==> src/rtl/pipe_pc_ctrl.sv <==
// Next-PC selection and pipeline control: redirects, stalls (single and multi-cycle),
// interrupt entry with a two-cycle wrong-path kill, and return from handler.
module pipe_pc_ctrl #(
    parameter logic [31:0] EXC_VEC = 32'h00000008
) (
    input  logic        clk,
    input  logic        clrn,
    input  logic [31:0] pc,
    output logic [31:0] npc,
    output logic        wpc,
    output logic        flush,
    input  logic        br_taken,
    input  logic [31:0] br_target,
    input  logic        jmp,
    input  logic [31:0] jmp_target,
    input  logic        load_use,
    input  logic        mdu_start,
    input  logic [5:0]  mdu_cycles,
    input  logic        irq,
    input  logic        irq_en,
    input  logic        eret,
    output logic [31:0] epc,
    output logic [1:0]  state,
    output logic        in_handler
);

    typedef enum logic [1:0] {
        RUN    = 2'd0,
        MSTALL = 2'd1,
        EXC    = 2'd2
    } state_t;

    state_t      state_q, state_d;
    logic [5:0]  cnt_q, cnt_d;
    logic [31:0] epc_q, epc_d;
    logic        in_handler_q, in_handler_d;

    logic        irq_take;
    logic [31:0] pc_seq;

    assign irq_take = irq & irq_en & ~in_handler_q;
    assign pc_seq   = pc + 32'd4;

    always_ff @(posedge clk or negedge clrn) begin
        if (!clrn) begin
            state_q      <= RUN;
            cnt_q        <= 6'd0;
            epc_q        <= 32'd0;
            in_handler_q <= 1'b0;
        end else begin
            state_q      <= state_d;
            cnt_q        <= cnt_d;
            epc_q        <= epc_d;
            in_handler_q <= in_handler_d;
        end
    end

    always_comb begin
        state_d      = state_q;
        cnt_d        = cnt_q;
        epc_d        = epc_q;
        in_handler_d = in_handler_q;
        npc          = pc;
        wpc          = 1'b0;
        flush        = 1'b0;

        unique case (state_q)
            RUN: begin
                if (irq_take) begin
                    npc          = EXC_VEC;
                    wpc          = 1'b1;
                    flush        = 1'b1;
                    epc_d        = pc;
                    in_handler_d = 1'b1;
                    state_d      = EXC;
                end else if (eret) begin
                    npc          = epc_q;
                    wpc          = 1'b1;
                    flush        = 1'b1;
                    in_handler_d = 1'b0;
                end else if (jmp) begin
                    npc   = jmp_target;
                    wpc   = 1'b1;
                    flush = 1'b1;
                end else if (br_taken) begin
                    npc   = br_target;
                    wpc   = 1'b1;
                    flush = 1'b1;
                end else if (mdu_start && (mdu_cycles != 6'd0)) begin
                    // The start cycle is itself the first stall cycle.
                    cnt_d = mdu_cycles - 6'd1;
                    if (mdu_cycles != 6'd1) begin
                        state_d = MSTALL;
                    end
                end else if (load_use) begin
                    npc = pc;
                end else begin
                    npc = pc_seq;
                    wpc = 1'b1;
                end
            end
            MSTALL: begin
                cnt_d = cnt_q - 6'd1;
                if (cnt_q <= 6'd1) begin
                    cnt_d   = 6'd0;
                    state_d = RUN;
                end
            end
            EXC: begin
                // Kill the second instruction fetched down the pre-interrupt path.
                npc     = pc_seq;
                wpc     = 1'b1;
                flush   = 1'b1;
                state_d = RUN;
            end
            default: begin
                state_d = RUN;
            end
        endcase

        if (!clrn) begin
            npc   = 32'd0;
            wpc   = 1'b0;
            flush = 1'b1;
        end
    end

    assign epc        = epc_q;
    assign state      = state_q;
    assign in_handler = in_handler_q;

endmodule

==> config.mk <==
export PLATFORM = sky130hd
export DESIGN_NAME = pipe_pc_ctrl
export DESIGN_NICKNAME = d
export VERILOG_FILES = /design/src/rtl/pipe_pc_ctrl.sv
export SDC_FILE = /design/constraint.sdc
export NUM_CORES = 1
export LEC_CHECK = 0
export ABC_AREA = 0
export BUFFER_PORTS_ARGS = -buffer_cell sky130_fd_sc_hd__buf_2
export CORE_MARGIN = 2
export CORE_UTILIZATION = 31
export DETAILED_ROUTE_END_ITERATION = 7
export GPL_ROUTABILITY_DRIVEN = 0
export HOLD_SLACK_MARGIN = 0.15
export PLACE_DENSITY = 0.58
export SYNTH_ARGS = -nofsm -noshare
export SYNTH_HDL_FRONTEND = slang
export SYNTH_SLANG_ARGS = --single-unit
==> constraint.sdc <==
create_clock -name clk -period 4.9 [get_ports clk]
set_input_delay 0 -clock clk [delete_from_list [all_inputs] [get_ports clk]]
set_output_delay 0 -clock clk [all_outputs]
set_load 0.05 [all_outputs]
==> results of run 1 <==
-- through the flow --
step                cell area, sq um  setup WS, ns  hold WS [ns]
CTS                             5940          1.59         0.166
finish                          5940          1.58         0.168
global placement                5390          2.01         0.100
global route                    5940          1.41         0.234
detailed placement              5390          1.89        0.0957
floorplan                       4490          1.87        -0.296
-- routing by layer --
layer  track usage [%]  part of all wire [%]  vias up
li1                  -                     -     2534
met1              28.5                    42     2632
met2              38.3                    48      271
met3              2.92                   6.8       33
met4              9.65                   2.7        0
met5                 0                     0        -
-- final timing paths --
path | cells after the start | slack [ns] | end | from
hold reg to reg | 1 | 0.51 | in_handler$_DFFE_PN0P_ | in_handler$_DFFE_PN0P_
setup / recovery | 6 | 1.58 | npc[30] | state[1]$_DFFE_PN0P_
hold / removal | 4 | 0.17 | cnt_q[0]$_DFFE_PN0P_ | mdu_cycles[0]
setup reg to reg | 5 | 2.00 | epc[14]$_DFFE_PN0P_ | state[1]$_DFFE_PN0P_
min in group asynchronous | 2 | 0.35 | epc[7]$_DFFE_PN0P_ | clrn
max in group asynchronous | 4 | 3.47 | epc[20]$_DFFE_PN0P_ | clrn
-- sequential cells by signal, indices dropped and copies added, names as in the netlist --
| register | cells |
|---|---|
| epc | 32 |
| in_handler | 1 |
| state | 2 |
| cnt_q | 6 |
-- power groups by stage --
stage | clock, mW | sequential (mW) | combinational (mW)
4_1_cts | 0.452 | 0.692 | 2.11
2_1_floorplan | 0 | 1.15 | 1.07
5_1_grt | 0.467 | 0.722 | 2.24
3_5_place_dp | 0 | 0.698 | 2.09
6_report | 0.443 | 0.693 | 2.11
3_3_place_gp | 0 | 0.691 | 2.06
-- logic make-up after synthesis --
group | Yosys count | share of synthesized area [%]
AOI/OAI and AO/OA | 229 | 35.5
and+or+nand+nor | 160 | 19.4
buffers and inverters | 67 | 8.08
DFF | 41 | 22.9
muxes | 40 | 9.84
xor gates and xnor gates | 14 | 2.73
adders and majority gates | 6 | 1.67
-- layout by cell type, fill, tap and decap left out, types with 10 or more instances in the layout --
cell / netlist / routed
nand4_1: 11 / 11
dlygate4sd3_1: 0 / 36
dfrtp_1: 41 / 41
buf_2: 12 / 179
inv_1: 10 / 10
nand3_1: 15 / 15
a21oi_1: 35 / 34
a31oi_1: 21 / 21
nand2_1: 50 / 50
nor2_1: 23 / 22
mux2_2: 33 / 33
buf_4: 2 / 12
o22ai_1: 17 / 17
o21ai_0: 42 / 42
o221ai_1: 23 / 23
-- area by class of cell --
type                       instances  area (sq um)
sequential                        41          1030
fill                            1466          8050
inverter                          11          41.3
clock buffer                       5           125
clock inverter                     3          65.1
timing repair buffer             227          1350
multi-input combinational        449          3110
tap                              180           225
-- timing repair --
| item | CTS | global route |
|---|---|---|
| hold buffers | 36 | 0 |
| endpoints found under the setup margin | 0 | 0 |
| hold endpoints to repair | 52 | 0 |
-- worst max-delay path, cell delays in order (launching register included) --
cell	delay, ns
dfrtp_1	0.59
buf_4	0.31
or4_1	0.78
nor2_2	0.49
a2111oi_0	0.20
o41a_1	0.43
buf_2	0.23
==> metrics, run 1 <==
Pre-antenna DRT Iters 5; flops & latches, synth 41; PostCTS Resize Cnt 0; clock sink total 41; CP Max Fanout 18; worst skew pair latency 0.29 ns; register area share after synthesis 22.9%; number of global-route vias before repair 5,629; antenna violations before repair 0; num ports 180; first-pass GRT wire length 28,700 um; max cap viols 0; Achievable Freq 0.302 GHz; share of layout cells above drive strength 1 34.5%; post-synth cell types 77; dominant cells by area after synthesis dfrtp_1 (23%), mux2_2 (8.3%), o21ai_0 (4.7%); initial drt markers 468; Std-Cell Rows 43; largest net degree at the start of global routing 38; Hold WC Path Type input pin to flop; Layout Nets 852; status completed; CTS Buffer Depth 2; Die Ht 124 um; ys async rst share 100%; P&R area growth vs syn 32.4%; share of Yosys cell area claimed by the top area cell type 22.9%; global route total overflow 0; CTS clk-pin slew, worst paths 0.07 ns; clock share of power 13.7%; power per cell area 547 nW/um^2; fin crit period 3.32 ns; Syn Inst Count 557; leading area contributor after synthesis dfrtp_1; H-tree lvl count 2; commonest cells in the netlist nand2_1 (50), o21ai_0 (42), dfrtp_1 (41); Pleak 2.56 nW; Starting Density 32.1%; crit share post-route 67.7%; Synth warnings 0; prevailing post-synth register cell dfrtp_1; DR WL/cell 19.8 um; Slew @ Worst Pin 1.18 ns; cell-internal power 1.40 mW; Worst Setup Path Type flop to output port; Inserted Clock Buffers 5; post-route core utilization 42.5%; Final ANT Viol Nets 0; max-slew violations 0; Worst Skew 0.00973 ns; Final Power 3.25 mW; DR vias/cell 5.97; Core Region 14,000 sq um; ANT cells 0; crit path launch type flop; Routed WL 18,200 um; Critical Path AT 3.32 ns; Slew HR 21.4%; DR vias 5,470; Gate power share 65.0%; Tot GR Track Use 22.5%; setup tns final 0 ns; sw power 1.85 mW; Mapped Area 4490 sq um; top-count cell post-synth nand2_1; CTS Root Buffer Type clkbuf_16; RSZ-0062 raised after global routing no; Worst Path Required 4.90 ns; Reg power frac 21.3%; Buffers on Ports 179; Setup Viol. Count Final 0; DPL Wire Length 13,000 um; CTS tree built; DRC 0; post-CTS setup buffer count 0; placed insts 872; number of synthesized flops with an enable pin 0; die area 15,500 sq um; VDD IR max 295 uV; Die Wd 124 um; Mapped Avg Cell Area 8.06 sq um; post-route insts no fill 916; Final Hold Fails 0; Setup crit end kind output port; Switching Share 56.9%; post-synthesis net count 674
No activity file was read; power rests on OpenSTA's default activity.
==> run 2, diff against run 1 <==
==> constraint.sdc (replaced) <==
create_clock -name clk -period 3.1 [get_ports clk]
set_input_delay 0 -clock clk [delete_from_list [all_inputs] [get_ports clk]]
set_output_delay 0 -clock clk [all_outputs]
set_load 0.05 [all_outputs]
==> run 2 against run 1 <==
- first-iteration DRC count increased by 25%
- combinational power rose by 65%
- via count up 2.9%
- utilization up 0.61 points
- final cell count up 1.7%
- routed wire length is 4.0% higher
- global-route usage up 0.96 points
- clock skew shrank 0.0033 ns
- critical path depth grew 3
- setup slack lost 1.4 ns
- clock-buffer cell count increased by 1
- critical path type is now input pin to output port
- largest cell class unchanged
==> metrics, run 2 (same netlist as run 1, synthesis figures left out) <==
status completed; initial drt markers 585 (+25%); setup tns final 0 ns (unchanged); fin crit period 2.88 ns; RSZ-0062 raised after global routing no; Setup crit end kind output port; P&R area growth vs syn 34.3%; Core Region 14,000 sq um (unchanged); post-CTS setup buffer count 0 (unchanged); Hold EP cnt_q[5]$_DFFE_PN0P_; Pleak 2.61 nW (+2.1%); Achievable Freq 0.348 GHz; Starting Density 32.1% (unchanged); highest-count cells in the layout ignoring fill and taps buf_2 (179), nand2_1 (50), o21ai_0 (42); max-slew violations 0 (unchanged); first-pass GRT wire length 29,400 um (+2.3%); CP Max Fanout 7 (-11); most common cell after layout, fill and taps aside buf_2; Slew @ Worst Pin 1.21 ns (+0.0268 ns); CTS clk-pin slew, worst paths 0.07 ns (about the same); Crit Reg-Reg Startpoint cnt_q[0]$_DFFE_PN0P_; Worst Path Required 3.10 ns (-1.80 ns); R2R cell count 7 (+2); sw power 2.96 mW (+60%); Pre-antenna DRT Iters 7 (+2); pre-CTS WS 0.730 ns (-1.16 ns); Die Ht 124 um (unchanged); Critical Path AT 2.88 ns (-0.44 ns); Reg power frac 20.6% (-0.7 points); global route total overflow 0 (unchanged); largest net degree at the start of global routing 32 (-16%); CTS Buffer Depth 2 (unchanged); Worst Skew 0.00645 ns (-0.00328 ns); crit share post-route 92.8%; Inserted Clock Buffers 5 (unchanged); share of layout cells above drive strength 1 35.6% (+1.1 points); VDD IR max 393 uV (+34%); reg-to-reg setup timing slack 0.63 ns (-1.37 ns); H-tree lvl count 2 (unchanged); Buffers on Ports 179 (unchanged); min-delay src mdu_cycles[5]; clock sink total 41 (unchanged); CTS tree built; Std-Cell Rows 43 (unchanged); max cap viols 0 (unchanged); Final Hold Fails 0 (unchanged); DR vias 5,628 (+2.9%); DR vias/cell 6.04 (+1.1%); power per cell area 842 nW/um^2 (+54%); Gate power share 68.7% (+3.7 points); DPL Wire Length 13,600 um (+4.4%); number of global-route vias before repair 5,544 (-1.5%); crit path launch type input pin; Final ANT Viol Nets 0 (unchanged); # fillers 1,433 (-2.3%); cell-internal power 2.11 mW (+51%); CTS Root Buffer Type clkbuf_16; Setup Viol. Count Final 0 (unchanged); Switching Share 58.4% (+1.5 points); Routed WL 18,900 um (+4.0%); Tot GR Track Use 23.5% (+0.96 points); die area 15,500 sq um (unchanged); Worst Setup Path Type input pin to output port; number of flip-flops in the largest register 32 (unchanged); ANT cells 0 (unchanged); placed insts 887 (+1.7%); Slew HR 18.6% (-2.8 points); Hold WC Path Type input pin to flop; post-route insts no fill 932 (+1.7%); DR WL/cell 20.3 um (+2.2%); num ports 180 (unchanged); DRC 0 (unchanged); Layout Nets 868 (+1.9%); worst hold slack 0.157 ns (-0.0116 ns); clock share of power 10.7% (-3.0 points); Die Wd 124 um (unchanged); Final WS setup 0.224 ns (-1.36 ns); Worst Hold Depth 4 (unchanged); worst reg2reg path endpoint cnt_q[0]$_DFFE_PN0P_; worst skew pair latency 0.30 ns (about the same); Final Power 5.07 mW (+56%); antenna violations before repair 0 (unchanged)
[run 2: cell types whose count changed in the layout (fill, tap and decap cells not counted), sizes merged]
cell,delta
buf,+15
bufinv,-2
clkbuf,+1
clkinv,+1
dlygate4sd3,+1
[run 2: what timing repair did]
action,4_1_cts,5_1_grt
endpoints found under the setup margin,0,1
endpoints found under the hold margin,64,0
resized for setup,0,1
hold buffers,37,0
[run 2: layout make-up]
type	instances	area (sq um)	area share [%]
flip-flops and latches	41	1030	17.0
clock inverters	2	10.0	0.166
well taps	180	225	3.74
clock buffers	6	129	2.14
inverters	11	41.3	0.685
repair buffers	243	1480	24.6
multi-input cells	449	3120	51.7
[run 2: worst max-delay path by stage]
| stage | cells after the start | slack (ns) | to | start |
|---|---|---|---|---|
| after floorplan | 5 | 0.07 | npc[2] | in_handler$_DFFE_PN0P_ |
| after global placement | 6 | 0.80 | npc[17] | in_handler$_DFFE_PN0P_ |
| after detailed placement | 7 | 0.73 | cnt_q[5]$_DFFE_PN0P_ | cnt_q[0]$_DFFE_PN0P_ |
| after CTS | 9 | 0.23 | npc[30] | pc[2] |
| after global routing | 9 | 0.01 | npc[30] | pc[2] |
| final | 9 | 0.22 | npc[30] | pc[2] |
[run 2: power groups by stage]
stage | Clock [mW] | Sequential [mW] | Combinational [mW]
after floorplan | 0 | 1.81 | 1.70
after global placement | 0 | 1.04 | 3.37
after detailed placement | 0 | 1.05 | 3.43
after CTS | 0.557 | 1.05 | 3.47
after global routing | 0.574 | 1.09 | 3.67
final | 0.543 | 1.05 | 3.49
[run 2: worst max-delay path, cell delays in order]
cell	delay, ns
dlygate4sd3_1	0.55
buf_2	0.20
ha_1	0.28
and4_1	0.35
and3_1	0.39
nand2_1	0.23
a2111oi_1	0.40
o41a_1	0.20
buf_2	0.26
[run 2: metal layers]
metal	wire [um]	track usage (%)
met3	1460	4.42
met2	8850	38.5
met4	578	9.98
met5	0	0
met1	8020	30.1
[run 2: stage by stage]
step / utilization (%) / area, sq um
6_report: 43.1 / 6030
5_1_grt: 43.1 / 6030
4_1_cts: 43.1 / 6030
3_5_place_dp: 39.4 / 5520
3_3_place_gp: 39.4 / 5520
2_1_floorplan: - / 4490
==> run 3, diff against run 2 <==
--- a/config.mk
+++ b/config.mk
@@ -7,7 +7,7 @@
 export LEC_CHECK = 0
 export ABC_AREA = 0
 export BUFFER_PORTS_ARGS = -buffer_cell sky130_fd_sc_hd__buf_2
-export CORE_MARGIN = 2
+export CORE_MARGIN = 10
 export CORE_UTILIZATION = 31
 export DETAILED_ROUTE_END_ITERATION = 7
 export GPL_ROUTABILITY_DRIVEN = 0
==> constraint.sdc (replaced) <==
create_clock -name clk -period 3.1 [get_ports clk]
set_input_delay 0.31 -clock clk [delete_from_list [all_inputs] [get_ports clk]]
set_output_delay 0.31 -clock clk [all_outputs]
set_load 0.05 [all_outputs]
==> run 3 against run 2 <==
- via count fell by 3.7%
- utilization fell by 2.0 points
- clock power rose by 8.1%
- first-iteration DRC count fell by 31%
- sequential cell count did not move
- global-route usage fell by 4.9 points
- critical endpoint is now npc[17]
- largest power group unchanged
==> metrics, run 3 (same netlist as run 1, synthesis figures left out) <==
status completed; DR vias/cell 6.01 (-0.42%); CTS clk-pin slew, worst paths 0.06 ns (about the same); max cap viols 0 (unchanged); Gate power share 68.1% (-0.6 points); num ports 180 (unchanged); Worst path slowest cell nor2b_2; CTS Root Buffer Type clkbuf_16; CTS Buffer Depth 2 (unchanged); Setup crit end kind output port; DRC 0 (unchanged); clock share of power 11.5% (+0.8 points); highest-count cells in the layout ignoring fill and taps buf_2 (179), nand2_1 (50), o21ai_0 (42); P&R area growth vs syn 28.4%; crit share post-route 95.5% (+2.7 points); # fillers 1,414 (-1.3%); Slew HR 51.2% (+33 points); Buffers on Ports 179 (unchanged); cell-internal power 2.14 mW (+1.3%); placed insts 892 (+0.56%); antenna violations before repair 0 (unchanged); number of global-route vias before repair 5,396 (-2.7%); Pre-antenna DRT Iters 6 (-1); Std-Cell Rows 43 (unchanged); ANT cells 0 (unchanged); initial drt markers 403 (-31%); Die Wd 140 um (+13%); sw power 2.98 mW (+0.41%); Setup Viol. Count Final 0 (unchanged); power per cell area 887 nW/um^2 (+5.4%); CTS tree built; Slew @ Worst Pin 0.732 ns (-0.474 ns); Hold WC Path Type input pin to flop; Layout Nets 837 (-3.6%); global route total overflow 0 (unchanged); VDD IR max 575 uV (+46%); largest net degree at the start of global routing 31 (-3.1%); first-pass GRT wire length 29,900 um (+1.9%); die area 19,700 sq um (+27%); Worst Skew 0.00788 ns (+0.00144 ns); Tot GR Track Use 18.6% (-4.9 points); Achievable Freq 0.338 GHz (-2.9%); RSZ-0062 raised after global routing no; PostCTS Resize Cnt 0 (unchanged); Worst Path Required 2.79 ns (-0.31 ns); DR vias 5,418 (-3.7%); fin crit period 2.96 ns (+0.0844 ns); post-route core utilization 41.0% (-2.0 points); number of flip-flops in the largest register 32 (unchanged); DR WL/cell 21.6 um (+6.4%); slowest stage delay, CP 0.44 ns (-0.11 ns); CP Max Fanout 9 (+2); most common cell after layout, fill and taps aside buf_2; Core Region 14,000 sq um (+0.38%); CP Cell Sequence nand3b_1, nor2b_2, o221ai_1, a311o_1, a311oi_2, buf_2; post-CTS setup buffer count 0 (unchanged); Critical Path AT 2.65 ns (-0.23 ns); Routed WL 19,400 um (+2.9%); Final ANT Viol Nets 0 (unchanged); DPL Wire Length 14,900 um (+9.3%); Reg area 1030 sq um (unchanged); Pleak 2.51 nW (-3.6%); worst skew pair latency 0.30 ns (about the same); Worst Setup Path Type flop to output port; post-route insts no fill 901 (-3.3%); Switching Share 58.2% (-0.22 points); max-slew violations 0 (unchanged); crit path launch type flop; Starting Density 32.0% (-0.12 points); clock sink total 41 (unchanged); hold buffer count at cts 1 (-97%); Inserted Clock Buffers 5 (unchanged); setup tns final 0 ns (unchanged); multi-input gate area in the final layout 3170 sq um (+1.7%); Die Ht 140 um (+13%); Final Power 5.11 mW (+0.79%); H-tree lvl count 2 (unchanged); share of layout cells above drive strength 1 39.3% (+3.6 points); Final Hold Fails 0 (unchanged); Reg power frac 20.4% (-0.2 points)
[run 3: path summary, 6_finish.rpt]
| kind | slack (ns) | end | cells past startpoint | from |
|---|---|---|---|---|
| max | 0.14 | npc[17] | 6 | in_handler$_DFFE_PN0P_ |
| min reg2reg | 0.50 | in_handler$_DFFE_PN0P_ | 1 | in_handler$_DFFE_PN0P_ |
| max reg2reg | 0.91 | epc[1]$_DFFE_PN0P_ | 6 | state[0]$_DFFE_PN0P_ |
| max in group asynchronous | 2.10 | epc[28]$_DFFE_PN0P_ | 3 | clrn |
| min in group asynchronous | 0.41 | state[1]$_DFFE_PN0P_ | 2 | clrn |
| min | 0.27 | epc[1]$_DFFE_PN0P_ | 2 | pc[1] |
[run 3: stage by stage]
step                instance area [sq um]  hold slack (ns)  setup WS, ns
CTS                                  5760            0.260         0.119
detailed placement                   5600            0.185         0.362
global route                         5760            0.264        0.0187
floorplan                            4540           0.0144         0.119
finish                               5760            0.271         0.139
global placement                     5600            0.196         0.412
[run 3: routing by layer]
layer | track usage (%) | up-vias | wire length, um
li1 | - | 2522 | -
met1 | 22.8 | 2598 | 8110
met2 | 30.5 | 275 | 9240
met3 | 4.73 | 23 | 1600
met4 | 6.90 | 0 | 494
met5 | 0 | - | 0
[run 3: critical path, delay by kind of cell, from the launching register on]
kind | cells | cell delay, ns
flops | 1 | 0.36
compound gates | 3 | 1.02
simple gates | 2 | 0.65
buf+inv | 1 | 0.33
[run 3: power groups by stage]
stage                     Clock (mW)  Sequential [mW]  Combinational (mW)
after global placement             0             1.04                3.44
final                          0.587             1.05                3.48
after floorplan                    0             1.81                1.73
after global routing           0.624             1.09                3.70
after CTS                      0.605             1.04                3.49
after detailed placement           0             1.05                3.49
[run 3: cell type report]
cell class                 count  area share [%]
inverter                      11           0.716
clock inverter                 1          0.0868
tap                          180            3.91
sequential                    41            17.8
multi-input combinational    449            55.0
timing repair buffer         212            19.9
clock buffer                   7            2.65
